**src/rtl/pipe_ctrl_pkg.sv**
```systemverilog
// Shared types and constants for the pipeline hazard/freeze controller.
package pipe_ctrl_pkg;

   localparam int unsigned REG_W_DEF = 4;

   typedef enum logic {
      ST_RUN      = 1'b0,
      ST_MEM_WAIT = 1'b1
   } state_e;

   // ID/EX control fields; a bubble clears every one of them
   typedef struct packed {
      logic       wb_en;
      logic       mem_r_en;
      logic       mem_w_en;
      logic       b;
      logic       s;
      logic [3:0] exe_cmd;
   } idex_ctrl_t;

   localparam idex_ctrl_t NOP_BUBBLE = '0;

endpackage

```
**src/rtl/hazard_detect.sv**
```systemverilog
// RAW / load-use detection at ID against the EXE and MEM destinations.
module hazard_detect
   import pipe_ctrl_pkg::*;
#(
   parameter int unsigned REG_W = REG_W_DEF
) (
   input  logic [REG_W-1:0] i_src1,
   input  logic [REG_W-1:0] i_src2,
   input  logic             i_two_src,
   input  logic             i_id_valid,
   input  logic [REG_W-1:0] i_exe_dest,
   input  logic             i_exe_wb_en,
   input  logic             i_exe_mem_r_en,
   input  logic [REG_W-1:0] i_mem_dest,
   input  logic             i_mem_wb_en,
   input  logic             i_fwd_en,
   output logic             o_raw_c
);

   logic w_m1e;
   logic w_m2e;
   logic w_m1m;
   logic w_m2m;

   assign w_m1e = i_exe_wb_en & (i_src1 == i_exe_dest);
   assign w_m2e = i_two_src & i_exe_wb_en & (i_src2 == i_exe_dest);
   assign w_m1m = i_mem_wb_en & (i_src1 == i_mem_dest);
   assign w_m2m = i_two_src & i_mem_wb_en & (i_src2 == i_mem_dest);

   // With forwarding only a load in EXE cannot be bypassed in time
   assign o_raw_c = i_id_valid &
                    (i_fwd_en ? (i_exe_mem_r_en & (w_m1e | w_m2e))
                              : (w_m1e | w_m2e | w_m1m | w_m2m));

endmodule

```
**src/rtl/pipeline_hazard_ctrl.sv**
```systemverilog
// Pipeline control: hazard stall, branch flush, SRAM wait FSM with timeout,
// and saturating performance counters.
module pipeline_hazard_ctrl
   import pipe_ctrl_pkg::*;
#(
   parameter int unsigned REG_W   = REG_W_DEF,
   parameter int unsigned CNT_W   = 16,
   parameter int unsigned TIMEOUT = 64
) (
   input  logic             clk,
   input  logic             rst,
   input  logic [REG_W-1:0] src1,
   input  logic [REG_W-1:0] src2,
   input  logic             two_src,
   input  logic             id_valid,
   input  logic [REG_W-1:0] exe_dest,
   input  logic             exe_wb_en,
   input  logic             exe_mem_r_en,
   input  logic [REG_W-1:0] mem_dest,
   input  logic             mem_wb_en,
   input  logic             fwd_en,
   input  logic             branch_taken,
   input  logic             mem_req,
   input  logic             mem_ready,
   output logic             hazard,
   output logic             freeze_front,
   output logic             flush_ifid,
   output logic             flush_idex,
   output logic             freeze_back,
   output logic             mem_start,
   output logic             mem_err,
   output logic [CNT_W-1:0] stall_cnt,
   output logic [CNT_W-1:0] hazard_cnt,
   output logic [CNT_W-1:0] flush_cnt
);

   localparam int unsigned      WAIT_W    = $clog2(TIMEOUT);
   localparam logic [WAIT_W-1:0] WAIT_LAST = WAIT_W'(TIMEOUT - 1);
   localparam logic [CNT_W-1:0]  CNT_MAX   = '1;

   state_e             r_state;
   logic [WAIT_W-1:0]  r_wait_cnt;
   logic               r_mem_err;
   logic [CNT_W-1:0]   r_stall_cnt;
   logic [CNT_W-1:0]   r_hazard_cnt;
   logic [CNT_W-1:0]   r_flush_cnt;

   logic w_raw;
   logic w_run_req;
   logic w_in_wait;
   logic w_timeout_hit;
   logic w_stall;
   logic w_hazard;
   logic w_flush_br;

   hazard_detect #(.REG_W(REG_W)) u_hazard_detect (
      .i_src1         (src1),
      .i_src2         (src2),
      .i_two_src      (two_src),
      .i_id_valid     (id_valid),
      .i_exe_dest     (exe_dest),
      .i_exe_wb_en    (exe_wb_en),
      .i_exe_mem_r_en (exe_mem_r_en),
      .i_mem_dest     (mem_dest),
      .i_mem_wb_en    (mem_wb_en),
      .i_fwd_en       (fwd_en),
      .o_raw_c        (w_raw)
   );

   // Stall releases in the same cycle the SRAM answers or the wait expires
   assign w_run_req     = (r_state == ST_RUN) & mem_req;
   assign w_in_wait     = (r_state == ST_MEM_WAIT);
   assign w_timeout_hit = w_in_wait & ~mem_ready & (r_wait_cnt == WAIT_LAST);
   assign w_stall       = w_run_req | (w_in_wait & ~mem_ready & ~w_timeout_hit);
   assign w_hazard      = w_raw & ~branch_taken & ~w_stall;
   assign w_flush_br    = branch_taken & ~w_stall;

   assign hazard       = w_hazard;
   assign freeze_front = w_stall | w_hazard;
   assign flush_ifid   = w_flush_br;
   assign flush_idex   = (branch_taken | w_hazard) & ~w_stall;
   assign freeze_back  = w_stall;
   assign mem_start    = w_run_req;
   assign mem_err      = r_mem_err;
   assign stall_cnt    = r_stall_cnt;
   assign hazard_cnt   = r_hazard_cnt;
   assign flush_cnt    = r_flush_cnt;

   // Memory-access FSM with bounded wait
   always_ff @(posedge clk or negedge rst) begin
      if (!rst) begin
         r_state    <= ST_RUN;
         r_wait_cnt <= '0;
         r_mem_err  <= 1'b0;
      end else begin
         case (r_state)
            ST_RUN: begin
               if (mem_req) begin
                  r_state    <= ST_MEM_WAIT;
                  r_wait_cnt <= '0;
               end
            end
            ST_MEM_WAIT: begin
               if (mem_ready) begin
                  r_state <= ST_RUN;
               end else if (w_timeout_hit) begin
                  r_state   <= ST_RUN;
                  r_mem_err <= 1'b1;
               end else begin
                  r_wait_cnt <= r_wait_cnt + WAIT_W'(1);
               end
            end
            default: r_state <= ST_RUN;
         endcase
      end
   end

   always_ff @(posedge clk or negedge rst) begin
      if (!rst) begin
         r_stall_cnt  <= '0;
         r_hazard_cnt <= '0;
         r_flush_cnt  <= '0;
      end else begin
         if (w_stall && (r_stall_cnt != CNT_MAX))
            r_stall_cnt <= r_stall_cnt + CNT_W'(1);
         if (w_hazard && (r_hazard_cnt != CNT_MAX))
            r_hazard_cnt <= r_hazard_cnt + CNT_W'(1);
         if (w_flush_br && (r_flush_cnt != CNT_MAX))
            r_flush_cnt <= r_flush_cnt + CNT_W'(1);
      end
   end

endmodule
```
**config.mk**
```make
export PLATFORM = sky130hd
export DESIGN_NAME = pipeline_hazard_ctrl
export DESIGN_NICKNAME = d
export VERILOG_FILES = /design/src/rtl/pipe_ctrl_pkg.sv /design/src/rtl/hazard_detect.sv /design/src/rtl/pipeline_hazard_ctrl.sv
export SDC_FILE = /design/constraint.sdc
export NUM_CORES = 1
export LEC_CHECK = 0
export BUFFER_PORTS_ARGS = -buffer_cell sky130_fd_sc_hd__buf_4
export CORE_MARGIN = 2
export CORE_UTILIZATION = 45
export CTS_CLUSTER_DIAMETER = 30
export DETAILED_ROUTE_END_ITERATION = 8
export PLACE_DENSITY = 0.66
export SETUP_SLACK_MARGIN = 0.2
export SYNTH_ARGS = -nofsm -noshare
export SYNTH_HDL_FRONTEND = slang
export SYNTH_SLANG_ARGS = --single-unit
```
**constraint.sdc**
```tcl
create_clock -name clk -period 4.7 [get_ports clk]
set_clock_uncertainty 0.05 [all_clocks]
set_input_delay 0.235 -clock clk [delete_from_list [all_inputs] [get_ports clk]]
set_output_delay 0.235 -clock clk [all_outputs]
set_load 0.1 [all_outputs]
```
==> results of run 1 <==
flip-flops by register name, summed over array words and instances (netlist names):
signal / cells
r_wait_cnt: 6
hazard_cnt: 16
mem_err: 1
stall_cnt: 16
r_state: 1
flush_cnt: 16
kinds of logic (layout without fill, tap and decap cells):
logic type / count (synthesis) / in the layout / synth area share [%]
adders and majority gates: 4 / 4 / 1.665
buffers and inverters: 12 / 98 / 2.248
and+or+nand+nor: 123 / 123 / 23.06
DFF: 56 / 56 / 46.63
muxes: 3 / 3 / 1.124
xor gates and xnor gates: 64 / 64 / 18.65
AOI/OAI and AO/OA: 17 / 17 / 6.620
worst min-delay path: cells and delay by family:
kind	cells	cell delay, ns
AO/OA/AOI/OAI	1	0.08
AND/OR/NAND/NOR	1	0.12
buffers and inverters	1	0.08
cell type report:
type,count,area share [%]
clock buffer,6,2.168
clock inverter,2,1.018
inverter,8,0.7884
multi-input combinational,211,40.47
sequential,56,36.79
tap,77,2.530
timing repair buffer,82,16.23
per-layer routing:
layer	share of wire, %	track usage [%]	wire, um	vias up
li1	-	-	-	1140
met1	47	24.94	2933	1102
met2	47	28.84	2960	61
met3	4.6	2.695	289	5
met4	1.5	7.359	95	0
met5	0	0	0	-
per-stage QoR:
stage                     hold WS (ns)  cells
final                           0.1864    442
after global routing            0.1853    442
after floorplan                -0.1106    279
after detailed placement        0.2873    433
after CTS                       0.1841    442
after global placement          0.2947    433
placed cells by master (no fill, tap or decap), types with 2 or more instances in the layout:
master / count
nand2_1: 26
mux2_1: 2
nand4_1: 16
and3_1: 8
nor4_2: 6
nor2_1: 19
o21ai_0: 5
and4_1: 3
nand2b_1: 4
nor4_1: 3
ha_1: 4
dfrtp_1: 56
buf_4: 81
inv_1: 7
nor3_1: 7
nand3_1: 20
xnor2_1: 28
and2_1: 2
xor2_1: 36
clkbuf_8: 6
nor3_2: 3
nor2b_1: 2
repair_timing:
action / CTS / global route
hold buffers: 1 / 0
hold endpoints to repair: 56 / 0
setup buffers: 0 / 0
worst paths after layout:
path,endpoint,slack (ns),cells past startpoint
worst max-delay path,flush_idex,1.98,8
worst min-delay path,mem_err,0.19,3
worst max register to register,hazard_cnt[15],2.39,7
worst min register to register,flush_cnt[9],0.44,1
max in group asynchronous,hazard_cnt[5],3.67,2
min in group asynchronous,hazard_cnt[6],0.46,2
where the power goes:
group / total (W) / switching, W / internal, W
logic: 0.000812 / 0.000632 / 0.000179
clock network: 0.000331 / 0.000157 / 0.000174
registers: 0.000647 / 0.0000953 / 0.000552
==> out/metrics.yaml, run 1 <==
die_area_um2: 7348
netlist_area_um2: 3005
crit_start: "r_wait_cnt[0]"
place_area_um2: 3677
diodes: 0
antenna_found_initial: 0
synth_enable_flop_cells: 0
path_clk_slew_ns: 0.10
grt_pass1_vias: 2340
area_growth_pct: 26.73
die_h_um: 85.72
synthTopCellsByArea: "dfrtp_1 (47%), xor2_1 (10%), xnor2_1 (8.2%), nand3_1 (3.3%), nand4_1 (3.3%)"
worst_slack_ns: 1.983
dp_slack_ns: 2.285
clock_sinks: 56
port-buffer-count: 81
die_x_um: 85.72
min_from: "mem_ready"
cp.arrival_ns: 2.43
ys.flop_type: "dfrtp_1"
synth_top_area_share_pct: 46.63
ant_nets: 0
outcome: "finished with violations"
synth-seq-area-share_pct: 46.63
multi_input_area_um2: 1541
ys_warn_count: 0
critical_path_required_ns: 4.41
maxSlewViolCount: 0
drtPass1Iterations: 6
ir_drop_mv: 0.5354
drive_gt1_share_pct: 29.86
yosysMostFrequentCell: "dfrtp_1"
via_count: 2308
coreArea_um2: 6422
post_cts_resize_count: 0
setup_viol: 0
final_cell_area_um2: 3809
crit_family: "simple AND/OR/NAND/NOR gates"
initial_core_util_pct: 46.80
grtUsageTotal_pct: 18.11
failed_checks: "design-rule violations"
slew_headroom_pct: 52.85
critPathMaxFanout: 8
max-clock-path-buffers: 2
path_cells: "ha_1, and2_4, a41o_4, and2_1, inv_2, nor3_2, nand2b_1, buf_4"
worst_setup_path_end_kind: "output port"
synthArstFlopShare_pct: 100.0
ys_types: 40
synthCells: 279
clk_latency_ns: 0.31
syn_nets: 310
nFillCells: 566
leakagePower_nw: 1.869
overflow: 0
rows: 29
critical-path-max-stage-delay_ns: 0.39
max_cap_violations: 0
worstSetupStartpointType: "register"
tightestPinTransition_ns: 0.7072
nets: 395
cts.htree.levels: 2
utilization_pct: 59.30
path_buf_inv: 2
setup.worst_path.class: "register to output port"
grt_max_degree: 57
cts_inserted_buffers: 5
finalSetupTns_ns: 0
hpwlAfterDp_um: 4718
r2r_start: "r_wait_cnt[0]"
fin_crit_sh_pct: 57.80
min_path_type: "input port to register"
postSynthAreaPerCell_um2: 10.77
fmax_mhz: 368.1
power.total_w: 0.001790
gp_congestion: 0.7517
register_area_um2: 1401
synth_top_area_cell: "dfrtp_1"
wl_per_cell_um: 14.20
fin_crit_ns: 2.717
io_pins: 82
drtIter0Drc: 133
powerDensity_nw_per_um2: 470.0
cts_tree: "built"
cp_slowest_cell: "dfrtp_1"
grt_pass1_wl_um: 10660
ys_top_cells_by_count: "dfrtp_1 (56), xor2_1 (36), xnor2_1 (28)"
drc_errors: 2
finalHoldViolCount: 0
vias_per_cell: 5.222
wl_um: 6278
rsz0062_at_grt: "no"
root_buffer: "clkbuf_8"
yosys_register_bits: 56
Power figures use the tool's default switching activity.
==> inputs of run 2 (changes only) <==
--- a/config.mk
+++ b/config.mk
@@ -5,12 +5,13 @@
 export SDC_FILE = /design/constraint.sdc
 export NUM_CORES = 1
 export LEC_CHECK = 0
+export ABC_AREA = 1
 export BUFFER_PORTS_ARGS = -buffer_cell sky130_fd_sc_hd__buf_4
 export CORE_MARGIN = 2
 export CORE_UTILIZATION = 45
 export CTS_CLUSTER_DIAMETER = 30
 export DETAILED_ROUTE_END_ITERATION = 8
-export PLACE_DENSITY = 0.66
+export PLACE_DENSITY = 0.65
 export SETUP_SLACK_MARGIN = 0.2
 export SYNTH_ARGS = -nofsm -noshare
 export SYNTH_HDL_FRONTEND = slang
==> constraint.sdc (replaced) <==
create_clock -name clk -period 2.7 [get_ports clk]
set_clock_uncertainty 0.05 [all_clocks]
set_input_delay 0.135 -clock clk [delete_from_list [all_inputs] [get_ports clk]]
set_output_delay 0.135 -clock clk [all_outputs]
set_load 0.1 [all_outputs]
==> out/metrics.yaml, run 2 <==
rows: 31
worst_setup_path_end_kind: "output port"
crit_start: "r_wait_cnt[0]"
critPathMaxFanout: 5
coreArea_um2: 7253
r2r_start: "r_wait_cnt[0]"
finalHoldViolCount: 0
critical_path_required_ns: 2.52
slew_headroom_pct: 51.18
clk_latency_ns: 0.32
rsz0062_at_grt: "no"
fin_crit_ns: 2.362
clock_sinks: 56
setup.worst_path.class: "register to output port"
io_pins: 82
ys_warn_count: 0
outcome: "finished clean"
overflow: 0
worst_slack_ns: 0.3376
port-buffer-count: 81
ys_types: 30
synth_enable_flop_cells: 0
cts_tree: "built"
dp_slack_ns: 0.4615
yosys_register_bits: 56
grt_pass1_wl_um: 13100
antenna_found_initial: 0
syn_nets: 489
synthArstFlopShare_pct: 100.0
area_growth_pct: 26.56
crit_family: "simple AND/OR/NAND/NOR gates"
nets: 579
root_buffer: "clkbuf_8"
min_path_type: "input port to register"
mostFrequentLayoutCells: "nand2_1 (162), buf_4 (84), dfrtp_1 (56), inv_1 (53), nor2_1 (38)"
yosysMostFrequentCell: "nand2_1"
postSynthAreaPerCell_um2: 7.384
finalSetupTns_ns: 0
fmax_mhz: 423.3
synth_top_area_share_pct: 41.44
min_from: "mem_req"
tightestPinTransition_ns: 0.7323
drtPass1Iterations: 5
max-clock-path-buffers: 2
final_common_cell: "nand2_1"
grt_pass1_vias: 2923
cts_inserted_buffers: 5
synth_top_area_cell: "dfrtp_1"
ys.flop_type: "dfrtp_1"
drive_gt1_share_pct: 19.67
setup_viol: 0
die_x_um: 90.69
die_h_um: 90.69
path_cells: "ha_1, inv_2, nor3_4, nand3_4, a21oi_4, nand2_2, inv_1, buf_4"
ir_drop_mv: 0.7762
vias_per_cell: 4.807
drtIter0Drc: 100
grt_max_degree: 57
gp_congestion: 0.8518
cp.arrival_ns: 2.18
ys_top_cells_by_count: "nand2_1 (162), dfrtp_1 (56), inv_1 (53)"
via_count: 3115
max_cap_violations: 0
fin_crit_sh_pct: 87.50
wl_um: 7653
powerDensity_nw_per_um2: 892.0
critical-path-max-stage-delay_ns: 0.43
die_area_um2: 8225
synthCells: 458
leakagePower_nw: 2.209
cp_slowest_cell: "dfrtp_1"
initial_core_util_pct: 46.63
diodes: 0
drc_errors: 0
synth-seq-area-share_pct: 41.44
cts.htree.levels: 2
maxSlewViolCount: 0
ant_nets: 0
wl_per_cell_um: 11.81
path_buf_inv: 3
synthTopCellsByArea: "dfrtp_1 (41%), nand2_1 (18%), xor2_1 (7.8%), inv_1 (5.9%), nor2_1 (4.2%)"
hpwlAfterDp_um: 5636
netlist_area_um2: 3382
grtUsageTotal_pct: 18.99
worstSetupStartpointType: "register"
path_clk_slew_ns: 0.10
run 2: path summary, 6_finish.rpt:
kind                       slack, ns             end  depth (start not counted)
max                             0.34      flush_ifid                          8
min in group asynchronous       0.37  hazard_cnt[15]                          2
max reg2reg                     0.40   hazard_cnt[6]                          9
min                             0.09         r_state                          3
min reg2reg                     0.41   r_wait_cnt[3]                          1
max in group asynchronous       1.74   flush_cnt[11]                          2
run 2: logic make-up (layout without fill, tap and decap cells):
family                     count (synthesis)  count (layout)  share of synthesized area, %
and+or+nand+nor                          262             262                         32.93
buffers and inverters                     62             153                         7.399
DFF                                       56              56                         41.44
xor gates and xnor gates                  46              46                         11.91
AOI/OAI and AO/OA                         28              28                         4.846
adders and majority gates                  4               4                         1.480
run 2: final cells by class:
type / count / area, um2
clock buffers: 5 / 68.82
clock inverters: 3 / 46.29
fillers: 662 / 2973
inverters: 57 / 214.0
multi-input cells: 340 / 1745
flip-flops and latches: 56 / 1401
well taps: 99 / 123.9
repair buffers: 88 / 680.7
run 2: repair_timing:
item,CTS,global route
gates resized for setup,0,6
buffers inserted,0,4
hold buffers,2,0
setup endpoints to repair,0,4
endpoints found under the hold margin,57,0
run 2: per-layer routing:
layer / track usage, % / part of all wire, %
met1: 23.93 / 47
met2: 33.64 / 49
met3: 3.589 / 4.0
met4: 4.359 / 0.88
met5: 0 / 0
run 2: where the power goes:
part	leakage [nW]	internal (W)	switching (W)	total, W
Sequential	0.738	0.00101	0.000198	0.00121
Combinational	1.41	0.000433	0.00160	0.00204
Clock	0.0600	0.000282	0.000291	0.000572
Total	2.21	0.00173	0.00209	0.00382
run 2: worst reg2reg max path: cells and delay by family (launching register included):
family,cells,cell delay [ns]
buf+inv,2,0.22
flops,1,0.43
compound gates,1,0.27
simple gates,5,1.02
fa+ha+maj,1,0.22
run 2: metrics by stage:
step / cell area (um2) / util [%] / power, W / hold WS, ns / std cells
detailed placement: 4085 / 56.32 / 0.003244 / 0.1982 / 634
finish: 4280 / 59.01 / 0.003818 / 0.09284 / 648
CTS: 4220 / 58.19 / 0.003826 / 0.09251 / 644
global route: 4280 / 59.01 / 0.004007 / 0.1024 / 648
global placement: 4085 / 56.32 / 0.003218 / 0.1932 / 634
floorplan: 3382 / - / 0.002791 / -0.2106 / 458
==> inputs of run 3 (changes only) <==
--- a/config.mk
+++ b/config.mk
@@ -11,8 +11,9 @@
 export CORE_UTILIZATION = 45
 export CTS_CLUSTER_DIAMETER = 30
 export DETAILED_ROUTE_END_ITERATION = 8
-export PLACE_DENSITY = 0.65
+export PLACE_DENSITY = 0.64
 export SETUP_SLACK_MARGIN = 0.2
 export SYNTH_ARGS = -nofsm -noshare
 export SYNTH_HDL_FRONTEND = slang
+export SYNTH_HIERARCHICAL = 1
 export SYNTH_SLANG_ARGS = --single-unit
==> out/metrics.yaml, run 3 <==
gp_congestion: 0.8425
worst_setup_path_end_kind: "output port"
vias_per_cell: 4.923
via_count: 3722
powerDensity_nw_per_um2: 612.8
max-clock-path-buffers: 2
yosys_register_bits: 56
drc_errors: 0
coreArea_um2: 8258
die_area_um2: 9311
wl_um: 8902
initial_core_util_pct: 46.62
r2r_start: "r_wait_cnt[0]"
area_growth_pct: 21.22
cp.arrival_ns: 1.99
slew_headroom_pct: 52.61
max_cap_violations: 0
finalSetupTns_ns: 0
reg2reg_slack_ns: 0.71
die_x_um: 96.50
fin_crit_sh_pct: 80.41
io_pins: 82
grt_pass1_wl_um: 15300
yosysMostFrequentCell: "nand2_1"
ir_drop_mv: 0.6784
min_path_type: "input port to register"
mostFrequentLayoutCells: "nand2_1 (220), buf_4 (82), inv_1 (62), dfrtp_1 (56), nor2_1 (55)"
tightestPinTransition_ns: 0.7109
final_common_cell: "nand2_1"
wl_per_cell_um: 11.78
synth-seq-area-share_pct: 36.40
ys_warn_count: 6
cts_tree: "built"
clk_latency_ns: 0.31
ys.flop_type: "dfrtp_1"
grt_max_degree: 57
root_buffer: "clkbuf_8"
ys_top_cells_by_count: "nand2_1 (220), inv_1 (62), dfrtp_1 (56)"
cts_inserted_buffers: 5
critPathMaxFanout: 19
hpwlAfterDp_um: 6585
power.total_w: 0.002860
postCtsSetupRepairBufs: 0
maxSlewViolCount: 0
fmax_mhz: 460.6
setup_viol: 0
drtIter0Drc: 111
ys_types: 27
fin_crit_ns: 2.171
antenna_found_initial: 0
synth_top_area_share_pct: 36.40
leakagePower_nw: 2.494
drive_gt1_share_pct: 18.28
critPathCapture: "flush_idex"
netlist_area_um2: 3850
die_h_um: 96.50
finalHoldViolCount: 0
drtPass1Iterations: 5
cp_slowest_cell: "dfrtp_1"
port-buffer-count: 81
reg2reg_depth: 7
rsz0062_at_grt: "no"
synthArstFlopShare_pct: 100.0
outcome: "finished clean"
postSynthAreaPerCell_um2: 6.778
reg2reg_to: "flush_cnt[4]"
nets: 681
overflow: 0
synthCells: 568
critical_path_required_ns: 2.52
whs_path_depth: 4
grt_pass1_vias: 3506
synth_enable_flop_cells: 0
rows: 33
diodes: 0
ant_nets: 0
setup.worst_path.class: "register to output port"
clock_sinks: 56
path_clk_slew_ns: 0.10
crit_start: "r_wait_cnt[0]"
worstSetupStartpointType: "register"
grtUsageTotal_pct: 20.28
synthTopCellsByArea: "dfrtp_1 (36%), nand2_1 (21%), inv_1 (6.0%), nor2_1 (5.4%), o21ai_0 (4.7%)"
critical-path-max-stage-delay_ns: 0.41
syn_nets: 599
synth_top_area_cell: "dfrtp_1"
path_cells: "ha_1, nand3_2, o21bai_4, nand3_4, nand2_1, buf_4"
cts.htree.levels: 2
-- run 3: changes by cell type after synthesis, moves of 4 or more --
cell	before	now
nor3_1	19	1
nor2_1	38	55
nand2_1	162	220
xor2_1	30	14
nand4_1	6	17
o21ai_0	7	36
nand2_2	3	15
nand3_1	24	33
nor2_4	1	5
inv_1	53	62
-- run 3: logic make-up (layout without fill, tap and decap cells) --
| group | count (synthesis) | count (layout) | share of synthesized area (%) |
|---|---|---|---|
| and+or+nand+nor | 353 | 353 | 39.78 |
| xor gates and xnor gates | 30 | 30 | 6.825 |
| adders and majority gates | 4 | 4 | 1.300 |
| buffers and inverters | 71 | 154 | 7.832 |
| AOI/OAI and AO/OA | 54 | 54 | 7.865 |
| DFF | 56 | 56 | 36.40 |
-- run 3: worst min-delay path by stage --
stage               from      endpoint  slack [ns]
5_1_grt        mem_ready       mem_err        0.11
3_3_place_gp         rst  stall_cnt[0]        0.19
2_1_floorplan        rst  flush_cnt[0]       -0.21
4_1_cts        mem_ready       mem_err        0.09
3_5_place_dp         rst  stall_cnt[0]        0.20
6_report       mem_ready       mem_err        0.09
-- run 3: layer usage --
| layer | track usage, % | part of all wire [%] |
|---|---|---|
| met4 | 4.343 | 0.73 |
| met3 | 3.103 | 4.1 |
| met2 | 35.53 | 48 |
| met1 | 26.50 | 47 |
| met5 | 0 | 0 |
-- run 3: power breakdown --
group          switching, W  leakage, nW  internal, W  total, W
registers          0.000132        0.765     0.000932   0.00106
clock network      0.000285       0.0614     0.000304  0.000589
logic              0.000936         1.67     0.000271   0.00121
-- run 3: per-stage QoR --
step	util [%]	instances	area, um2	setup WS (ns)	hold WS, ns
floorplan	-	568	3854	0.3282	-0.2106
global placement	54.92	747	4536	0.7096	0.1935
detailed placement	54.92	747	4536	0.6632	0.1963
CTS	56.52	756	4667	0.5159	0.08681
global route	56.52	756	4667	0.3806	0.1137
finish	56.52	756	4667	0.5290	0.09118
-- run 3: cell type report --
class                      count  area [um2]
clock buffer                   6       82.58
clock inverter                 2       38.79
fill                         830        3591
inverter                      63       236.5
multi-input combinational    441        2151
sequential                    56        1401
tap                          105       131.4
timing repair buffer          83       625.6
-- run 3: critical path: cells and delay by family (launching register included) --
kind                     cells  cell delay, ns
flip-flops                   1            0.41
AO/OA/AOI/OAI                1            0.25
AND/OR/NAND/NOR              3            0.49
adder cells (fa/ha/maj)      1            0.23
buffers and inverters        1            0.29
-- run 3: timing repair --
action / CTS / global route
hold endpoints to repair: 56 / 0
endpoints found under the setup margin: 0 / 0
hold buffers: 1 / 0
gates resized for setup: 0 / 0
